### src/rtl/if_fetch_queue_if.sv
// if_fetch_queue_if: in-order instruction bus request/response channel
interface if_fetch_queue_if #(
  parameter int AW = 32,
  parameter int DW = 32
);
  logic          req_valid;
  logic [AW-1:0] req_addr;
  logic          req_ready;
  logic          rsp_valid;
  logic [DW-1:0] rsp_data;
  modport master(output req_valid, req_addr, input req_ready, rsp_valid, rsp_data);
  modport slave(input req_valid, req_addr, output req_ready, rsp_valid, rsp_data);
endinterface

### src/rtl/if_fetch_queue.sv
// if_fetch_queue: in-order fetch queue between the PC register and IF/ID with jump flush
module if_fetch_queue #(
  parameter int DEPTH = 4,
  parameter int AW = 32,
  parameter int DW = 32,
  parameter logic [DW-1:0] NOP = DW'(32'h00000013)
) (
  input  logic                  clk,
  input  logic                  rst,
  input  logic                  jump_flag_i,
  input  logic [2:0]            hold_flag_i,
  input  logic [AW-1:0]         pc_i,
  output logic                  pc_stall_o,
  if_fetch_queue_if.master      bus,
  output logic                  inst_valid_o,
  output logic [DW-1:0]         inst_o,
  output logic [AW-1:0]         inst_addr_o
);
  localparam int PW = $clog2(DEPTH);
  localparam int CW = $clog2(DEPTH + 1);
  logic [AW-1:0]    addr [DEPTH];
  logic [DW-1:0]    data [DEPTH];
  logic [DEPTH-1:0] filled;
  logic [PW-1:0]    wr_ptr, fill_ptr, rd_ptr;
  logic [CW-1:0]    used, pend, discard_cnt;
  logic             reserve, fill, drop, deq;
  assign bus.req_valid = !rst && !jump_flag_i &&
                         ({1'b0, used} + {1'b0, discard_cnt} < (CW+1)'(DEPTH));
  assign bus.req_addr = pc_i;
  // Handshake decode and head-of-queue presentation toward IF/ID
  always_comb begin
    pc_stall_o   = !(bus.req_valid && bus.req_ready);
    reserve      = !pc_stall_o;
    inst_valid_o = !rst && used != '0 && filled[rd_ptr];
    inst_o       = inst_valid_o ? data[rd_ptr] : NOP;
    inst_addr_o  = inst_valid_o ? addr[rd_ptr] : '0;
    drop         = bus.rsp_valid && discard_cnt != '0;
    fill         = bus.rsp_valid && discard_cnt == '0 && pend != '0;
    deq          = inst_valid_o && hold_flag_i < 3'b010;
  end
  // Slot bookkeeping; pend counts reserved slots still waiting for their response
  always_ff @(posedge clk) begin
    if (rst) begin
      wr_ptr      <= '0;
      fill_ptr    <= '0;
      rd_ptr      <= '0;
      used        <= '0;
      pend        <= '0;
      discard_cnt <= '0;
      filled      <= '0;
    end else if (jump_flag_i) begin
      wr_ptr      <= '0;
      fill_ptr    <= '0;
      rd_ptr      <= '0;
      used        <= '0;
      pend        <= '0;
      filled      <= '0;
      discard_cnt <= discard_cnt + pend -
                     CW'(bus.rsp_valid && (discard_cnt != '0 || pend != '0));
    end else begin
      if (reserve) begin
        addr[wr_ptr] <= pc_i;
        wr_ptr       <= wr_ptr + 1'b1;
      end
      if (fill) begin
        data[fill_ptr] <= bus.rsp_data;
        fill_ptr       <= fill_ptr + 1'b1;
      end
      if (drop) discard_cnt <= discard_cnt - 1'b1;
      if (deq) rd_ptr <= rd_ptr + 1'b1;
      filled <= (filled & ~(DEPTH'(deq) << rd_ptr) & ~(DEPTH'(reserve) << wr_ptr))
                | (DEPTH'(fill) << fill_ptr);
      used   <= used + CW'(reserve) - CW'(deq);
      pend   <= pend + CW'(reserve) - CW'(fill);
    end
  end
endmodule

### src/flat_wrapper.sv
// flat-port wrapper written by rule: the top's interface ports become plain ports
module if_fetch_queue_flat 
#(
  parameter int DEPTH = 4,
  parameter int AW = 32,
  parameter int DW = 32,
  parameter logic [DW-1:0] NOP = DW'(32'h00000013)
)
  (clk, rst, jump_flag_i, hold_flag_i, pc_i, pc_stall_o, inst_valid_o, inst_o, inst_addr_o, bus_req_valid, bus_req_addr, bus_req_ready, bus_rsp_valid, bus_rsp_data);
  if_fetch_queue_if #(.AW(AW), .DW(DW)) bus_i ();
  input  logic clk;
  input  logic rst;
  input  logic jump_flag_i;
  input  logic [2:0] hold_flag_i;
  input  logic [AW-1:0] pc_i;
  output logic pc_stall_o;
  output logic inst_valid_o;
  output logic [DW-1:0] inst_o;
  output logic [AW-1:0] inst_addr_o;
  output wire logic [$bits(bus_i.req_valid)-1:0] bus_req_valid;
  output wire logic [$bits(bus_i.req_addr)-1:0] bus_req_addr;
  input wire logic [$bits(bus_i.req_ready)-1:0] bus_req_ready;
  input wire logic [$bits(bus_i.rsp_valid)-1:0] bus_rsp_valid;
  input wire logic [$bits(bus_i.rsp_data)-1:0] bus_rsp_data;
  assign bus_req_valid = bus_i.req_valid;
  assign bus_req_addr = bus_i.req_addr;
  assign bus_i.req_ready = bus_req_ready;
  assign bus_i.rsp_valid = bus_rsp_valid;
  assign bus_i.rsp_data = bus_rsp_data;
  if_fetch_queue #(.DEPTH(DEPTH), .AW(AW), .DW(DW), .NOP(NOP)) u_core (.clk(clk), .rst(rst), .jump_flag_i(jump_flag_i), .hold_flag_i(hold_flag_i), .pc_i(pc_i), .pc_stall_o(pc_stall_o), .bus(bus_i), .inst_valid_o(inst_valid_o), .inst_o(inst_o), .inst_addr_o(inst_addr_o));
endmodule
### config.mk
export PLATFORM = sky130hd
export DESIGN_NAME = if_fetch_queue_flat
export DESIGN_NICKNAME = d
export VERILOG_FILES = /design/src/rtl/if_fetch_queue_if.sv /design/src/rtl/if_fetch_queue.sv /design/src/flat_wrapper.sv
export SDC_FILE = /design/constraint.sdc
export NUM_CORES = 1
export LEC_CHECK = 0
export BUFFER_PORTS_ARGS = -buffer_cell sky130_fd_sc_hd__buf_2
export CAP_MARGIN = 20
export CELL_PAD_IN_SITES_DETAIL_PLACEMENT = 1
export CELL_PAD_IN_SITES_GLOBAL_PLACEMENT = 2
export CORE_MARGIN = 2
export CORE_UTILIZATION = 45
export CTS_CLUSTER_DIAMETER = 200
export DETAILED_ROUTE_END_ITERATION = 8
export PLACE_DENSITY_LB_ADDON = 0.1
export SLEW_MARGIN = 20
export SYNTH_ARGS = -nofsm -noshare
export SYNTH_HDL_FRONTEND = slang
export SYNTH_SLANG_ARGS = --single-unit
### constraint.sdc
create_clock -name clk -period 4.4 [get_ports clk]
set_clock_uncertainty 0.2 [all_clocks]
set_input_delay 0.22 -clock clk [delete_from_list [all_inputs] [get_ports clk]]
set_output_delay 0.22 -clock clk [all_outputs]
set_load 0.005 [all_outputs]
# Yosys cells after proc, flatten, opt, wreduce, memory -nomap -nowiden
# Memory sizes are Yosys's and may differ from the RTL's. A register that Yosys moved wholly into a read port is not among the register bits.
# Cells that the tools add are included.
dict set report totals {
  regBits 19
  ramBits 256
  out_inout_bits 99
  word_cells 69
  memories 2
}
dict set report op_classes {
  add_sub_neg 11
  n_lt_le_gt_ge 3
  n_shift 3
  mux 18
  bitwise_logic 5
  n_reduce_logical 20
}
# name words width read_ports rd_ports_with_merged_regs wr line
set memory_table {}
lappend memory_table {u_core.addr 4 32 1 1 1 if_fetch_queue.sv:21} ;# logic [AW-1:0] addr [DEPTH];
lappend memory_table {u_core.data 4 32 1 1 1 if_fetch_queue.sv:22} ;# logic [DW-1:0] data [DEPTH];
# cell count
set op_table {}
lappend op_table {{two-way mux 32 bit} 2}
lappend op_table {{<< shifter 1 x 2 -> 4 bit} 3}
lappend op_table {{logical AND 1 bit} 10}
lappend op_table {{two-way mux 1 bit} 9}
lappend op_table {{nonzero test 3 bit} 3}
lappend op_table {{subtractor 3 x 1 -> 3 bit} 3}
lappend op_table {{AND 4 bit} 2}
lappend op_table {{two-way mux 2 bit} 4}
lappend op_table {{inverter 4 bit} 2}
lappend op_table {{adder 2 x 1 -> 2 bit (second input constant)} 3}
lappend op_table {{adder 3 x 1 -> 3 bit} 2}
lappend op_table {{two-way mux 3 bit} 2}
lappend op_table {{adder 3 x 3 -> 4 bit} 1}
lappend op_table {{less-than comparator 4 x 3 -> 1 bit (second input constant)} 1}
lappend op_table {{OR 4 bit} 1}
lappend op_table {{adder 3 bit} 1}
lappend op_table {{logical NOT 1 bit} 3}
lappend op_table {{logical NOT 3 bit} 1}
lappend op_table {{less-than comparator 2 x 3 -> 1 bit (second input constant)} 1}
lappend op_table {{less-than comparator 3 x 2 -> 1 bit (second input constant)} 1}
lappend op_table {{subtractor 3 x 1 -> 3 bit (second input constant)} 1}
lappend op_table {{binary-select mux 1 bit (select 2 bit)} 1}
lappend op_table {{nonzero test 2 bit} 1}
lappend op_table {{OR reduction 2 bit} 1}
lappend op_table {{logical OR 1 bit} 1}

# Depth between registers and ports, before layout
dict set report logic_depth {
  word_depth 9
  mapped_depth 13
}

# Least setup slack after synthesis
# Ideal clock, no wire load.
dict set report synth_timing {
  path_type {reg-to-reg}
  startpoint {register u_core.used[1]}
  endpoint {register u_core.pend[2]}
  setup_time_ps 128
  arrival_ps 2368
  required_time_ps 4072
  setup_slack_ps 1704
  stages_incl_launch_ff 10
  n_path_buf 0
  path_cell_list {dfxtp_1 > ha_1 > a311o_1 > nor4b_4 > ha_1 > inv_1 > fa_1 > xnor2_1 > xnor2_1 > nor2_1}
}
dict set report synth_between {
  elab_chain_cells 6
}
# element line
set synth_rtl {}
lappend synth_rtl {{start, declared} if_fetch_queue.sv:25} ;# logic [CW-1:0] used, pend, discard_cnt;
lappend synth_rtl {{start signal, assigned} if_fetch_queue.sv:73} ;# used <= used + CW'(reserve) - CW'(deq);
lappend synth_rtl {{adder 3 x 3 -> 4 bit} if_fetch_queue.sv:28} ;# ({1'b0, used} + {1'b0, discard_cnt} < (CW+1)'(DEPTH));
lappend synth_rtl {{less-than comparator 4 x 3 -> 1 bit} if_fetch_queue.sv:28}
lappend synth_rtl {{logical AND 1 bit} if_fetch_queue.sv:27} ;# assign bus.req_valid = !rst && !jump_flag_i &&
lappend synth_rtl {{logical AND 1 bit} if_fetch_queue.sv:32} ;# pc_stall_o = !(bus.req_valid && bus.req_ready);
lappend synth_rtl {{adder 3 x 1 -> 3 bit} if_fetch_queue.sv:74} ;# pend <= pend + CW'(reserve) - CW'(fill);
lappend synth_rtl {{subtractor 3 x 1 -> 3 bit} if_fetch_queue.sv:74}
lappend synth_rtl {{end signal, assigned} if_fetch_queue.sv:74}
lappend synth_rtl {{end, declared} if_fetch_queue.sv:25}
# Every way passes these cells.
# A chain may end at the register's enable or synchronous reset.

==> metrics.txt <==
status complete, no violations; Synth cell types 40; Max-slew headroom roughly a third; reg-to-reg endpoint u_core.discard_cnt[1]; row count 57; Worst R2R Path Depth 12; Post-Synth XOR/XNOR Area 0.778%; commonest register cell after synthesis edfxtp_1; GRT met1 Usage 24.4%; Post-Place Worst Slack 1.41 ns; Synth area leader edfxtp_1; post-cts resize count 0; DR iter-0 viols ~370; CP Data Arrival Time approximately 2.7 ns; final period utilization 70.0%; H-tree levels 1; clock share of power about two fifths; combinational share of power 6.1%; GRT Overall Usage 18.7%; startpoint of the worst hold path bus_req_ready; Clock transition at path regs about 0.060 ns; die height 162 um; dominant cells by area after synthesis edfxtp_1, mux4_2, dfxtp_1; vias in the first global route around 6,600; hold endpoint u_core.wr_ptr[1]; CTS tree built; vias per cell around 5.3; core area ~24,000 um^2; total congestion overflow 0; final worst slack 1.32 ns; Synth-to-Final Area Change 22.8%; WL/cell 20.7 um; Synth Register Bits 277; Max Freq 325 MHz; hold path cells 5; Storage cell area 8120 um^2; fillers 2,260; syn nets slightly below 700; IO Port Bufs around 170; Flop pwr share a little over half; Clk Latency, worst-skew pair 0.54 ns; drt pass-1 iters 5; Avg Cell Area, Syn approximately 19 um^2; CTS Buffer Depth 3; Lkg Pwr 5.08 nW; Worst Path Class, Setup flop to output port; hold_ws about 0.05 ns; hold crit path type input pin to flop; boundary pin count ~170; Max VDD drop 328 uV; multi-input gate area in the final layout 2720 um^2; Critical Path RT 3.98 ns; mux cell area share after synthesis a little over an eighth; Synth Area in Compound Gates 1.09%; first-pass GRT wire length between 30 and 40 mm; met2 Use GR between 30% and 40%; Startpoint Class flop; routability congestion estimate 0.687; sequential-to-total area share from yosys stat 72.1%; RSZ-0062 raised after global routing no; max-slew violation count 0; DP Wirelength ~14 mm; power density cells 404 nW/um^2; Sw Share 20.5%; initial core utilization 46.0%; Post-CTS Setup Bufs 0; setup TNS 0 ns; largest family of logic cells by synthesized area multiplexers; clock root cell clkbuf_16; Post-synth EDFFs around 260; Synth Area in Simple Gates 6.55%; Routed Antenna Nets 0; Vias 6,125; gr busiest metal met2; FF-to-FF Start u_core.discard_cnt[0]; Chip Width 162 um; NumNets Final between 900 and 1,000; endpoints failing setup 0; post-route DRC violation count 0; Cell Area, Synth 11,300 um^2; # clock sinks 277; Hold Buf Count CTS 72; Max Cap Viol 0; FFs w/ async S/R, synth 0%; Crit Path Max Fanout 33; internal power 4.44 mW; yosys warns 0; met3 Track Usage GR 2.73%; synthesized-area fraction occupied by adder cells 2.54%; initial antenna violation count 1; top cell type's share of synthesized area 68.3%; largest net degree at the start of global routing between 60 and 70; type of destination of the critical path output port; Die ar. 26,300 um^2; layout cells sized above 1 35.7%; crit path time final 3.08 ns; final hold vios 0; setup slack, reg-to-reg 1.41 ns; worst-margin pin slew 1.02 ns; Syn Inst Count 598; total net switching power 1.14 mW; cts bufs inserted 29; Routed WL 24.0 mm
[state kept, by name (all words and copies together), names as in the netlist, named ones only]
signal              count
u_core.pend             3
u_core.data           128
u_core.rd_ptr           2
u_core.wr_ptr           2
u_core.addr           128
u_core.used             3
u_core.discard_cnt      3
u_core.fill_ptr         2
u_core.filled           4
[cells in the final DEF, fill, tap and decap left out, types with 2 or more instances in the layout]
cell type,count
a21oi_1,3
a311o_1,2
and2_1,3
and2_2,8
and3_1,62
buf_2,169
buf_4,4
bufinv_16,3
clkbuf_1,5
clkbuf_16,29
clkinv_1,5
clkinv_2,7
dfxtp_1,19
dfxtp_4,2
dlygate4sd3_1,72
edfxtp_1,256
fa_1,3
ha_1,18
inv_1,18
mux4_2,65
nand2_1,11
nand3_1,7
nor2_1,12
nor3_1,10
o211ai_1,2
o21ai_0,2
o21ai_1,2
o22ai_1,2
or2_2,4
xnor2_1,8
xor2_1,2
[power by group through the flow]
stage | clock network [mW] | registers (mW) | logic, mW
detailed placement | 0 | 2.98 | 0.282
finish | 2.32 | 2.92 | 0.339
global route | 2.46 | 2.93 | 0.384
CTS | 2.37 | 2.92 | 0.343
global placement | 0 | 2.98 | 0.268
floorplan | 0 | 2.98 | 0.177
[worst max-delay path by stage]
stage	from	endpoint	slack (ns)	cells after the start
6_report	flop	inst_o[9]	1.32	4
5_1_grt	flop	inst_o[9]	1.13	4
4_1_cts	flop	inst_addr_o[6]	1.22	4
3_5_place_dp	u_core.used[1]	u_core.addr[1][28]	1.41	5
3_3_place_gp	u_core.used[1]	u_core.addr[1][28]	1.49	5
2_1_floorplan	u_core.used[1]	u_core.pend[2]	1.70	9
[cell usage after synthesis, types with 4 or more instances]
library cell / count
inv_1: 18
nor2_1: 12
and3_1: 62
and2_2: 4
ha_1: 18
buf_4: 32
clkbuf_1: 20
dfxtp_1: 21
buf_2: 10
nor3_1: 10
nand3_1: 7
nand2_1: 11
edfxtp_1: 256
xnor2_1: 8
and2_1: 7
or2_2: 4
mux4_2: 65
[metrics by stage]
stage	area (um^2)	util (%)	power [mW]	cells
after detailed placement	12200	49.9	3.26	1034
after global placement	12200	49.9	3.25	1034
final	13800	56.5	5.58	1156
after CTS	13800	56.5	5.64	1155
after floorplan	11300	-	3.15	598
after global routing	13800	56.5	5.77	1156
[kinds of logic after synthesis]
kind of cell / Yosys count
XOR/XNOR: 10
adder cells (fa/ha/maj): 21
AO/OA/AOI/OAI: 18
multiplexers: 66
AND/OR/NAND/NOR: 125
buffers and inverters: 81
flip-flops: 277
[critical path, stage by stage, from the launching register on]
cell and delay, ns:
dfxtp_4 0.82, buf_12 0.36, mux4_2 0.53, and3_1 0.23, buf_2 0.13
[layout make-up]
class | count | area share, %
antenna | 1 | 0.0181
clock buffer | 34 | 5.39
clock inverter | 15 | 1.04
inverter | 19 | 0.516
multi-input combinational | 240 | 19.7
sequential | 277 | 58.7
tap | 324 | 2.93
timing repair buffer | 246 | 11.7
[metal layers]
| metal | part of all wire, % | routed length (um) |
|---|---|---|
| met3 | 4.7 | 1130 |
| met1 | 41 | 9950 |
| met5 | 0 | 0 |
| met2 | 52 | 12400 |
| met4 | 2.0 | 484 |
No activity file was read; power rests on OpenSTA's default activity.
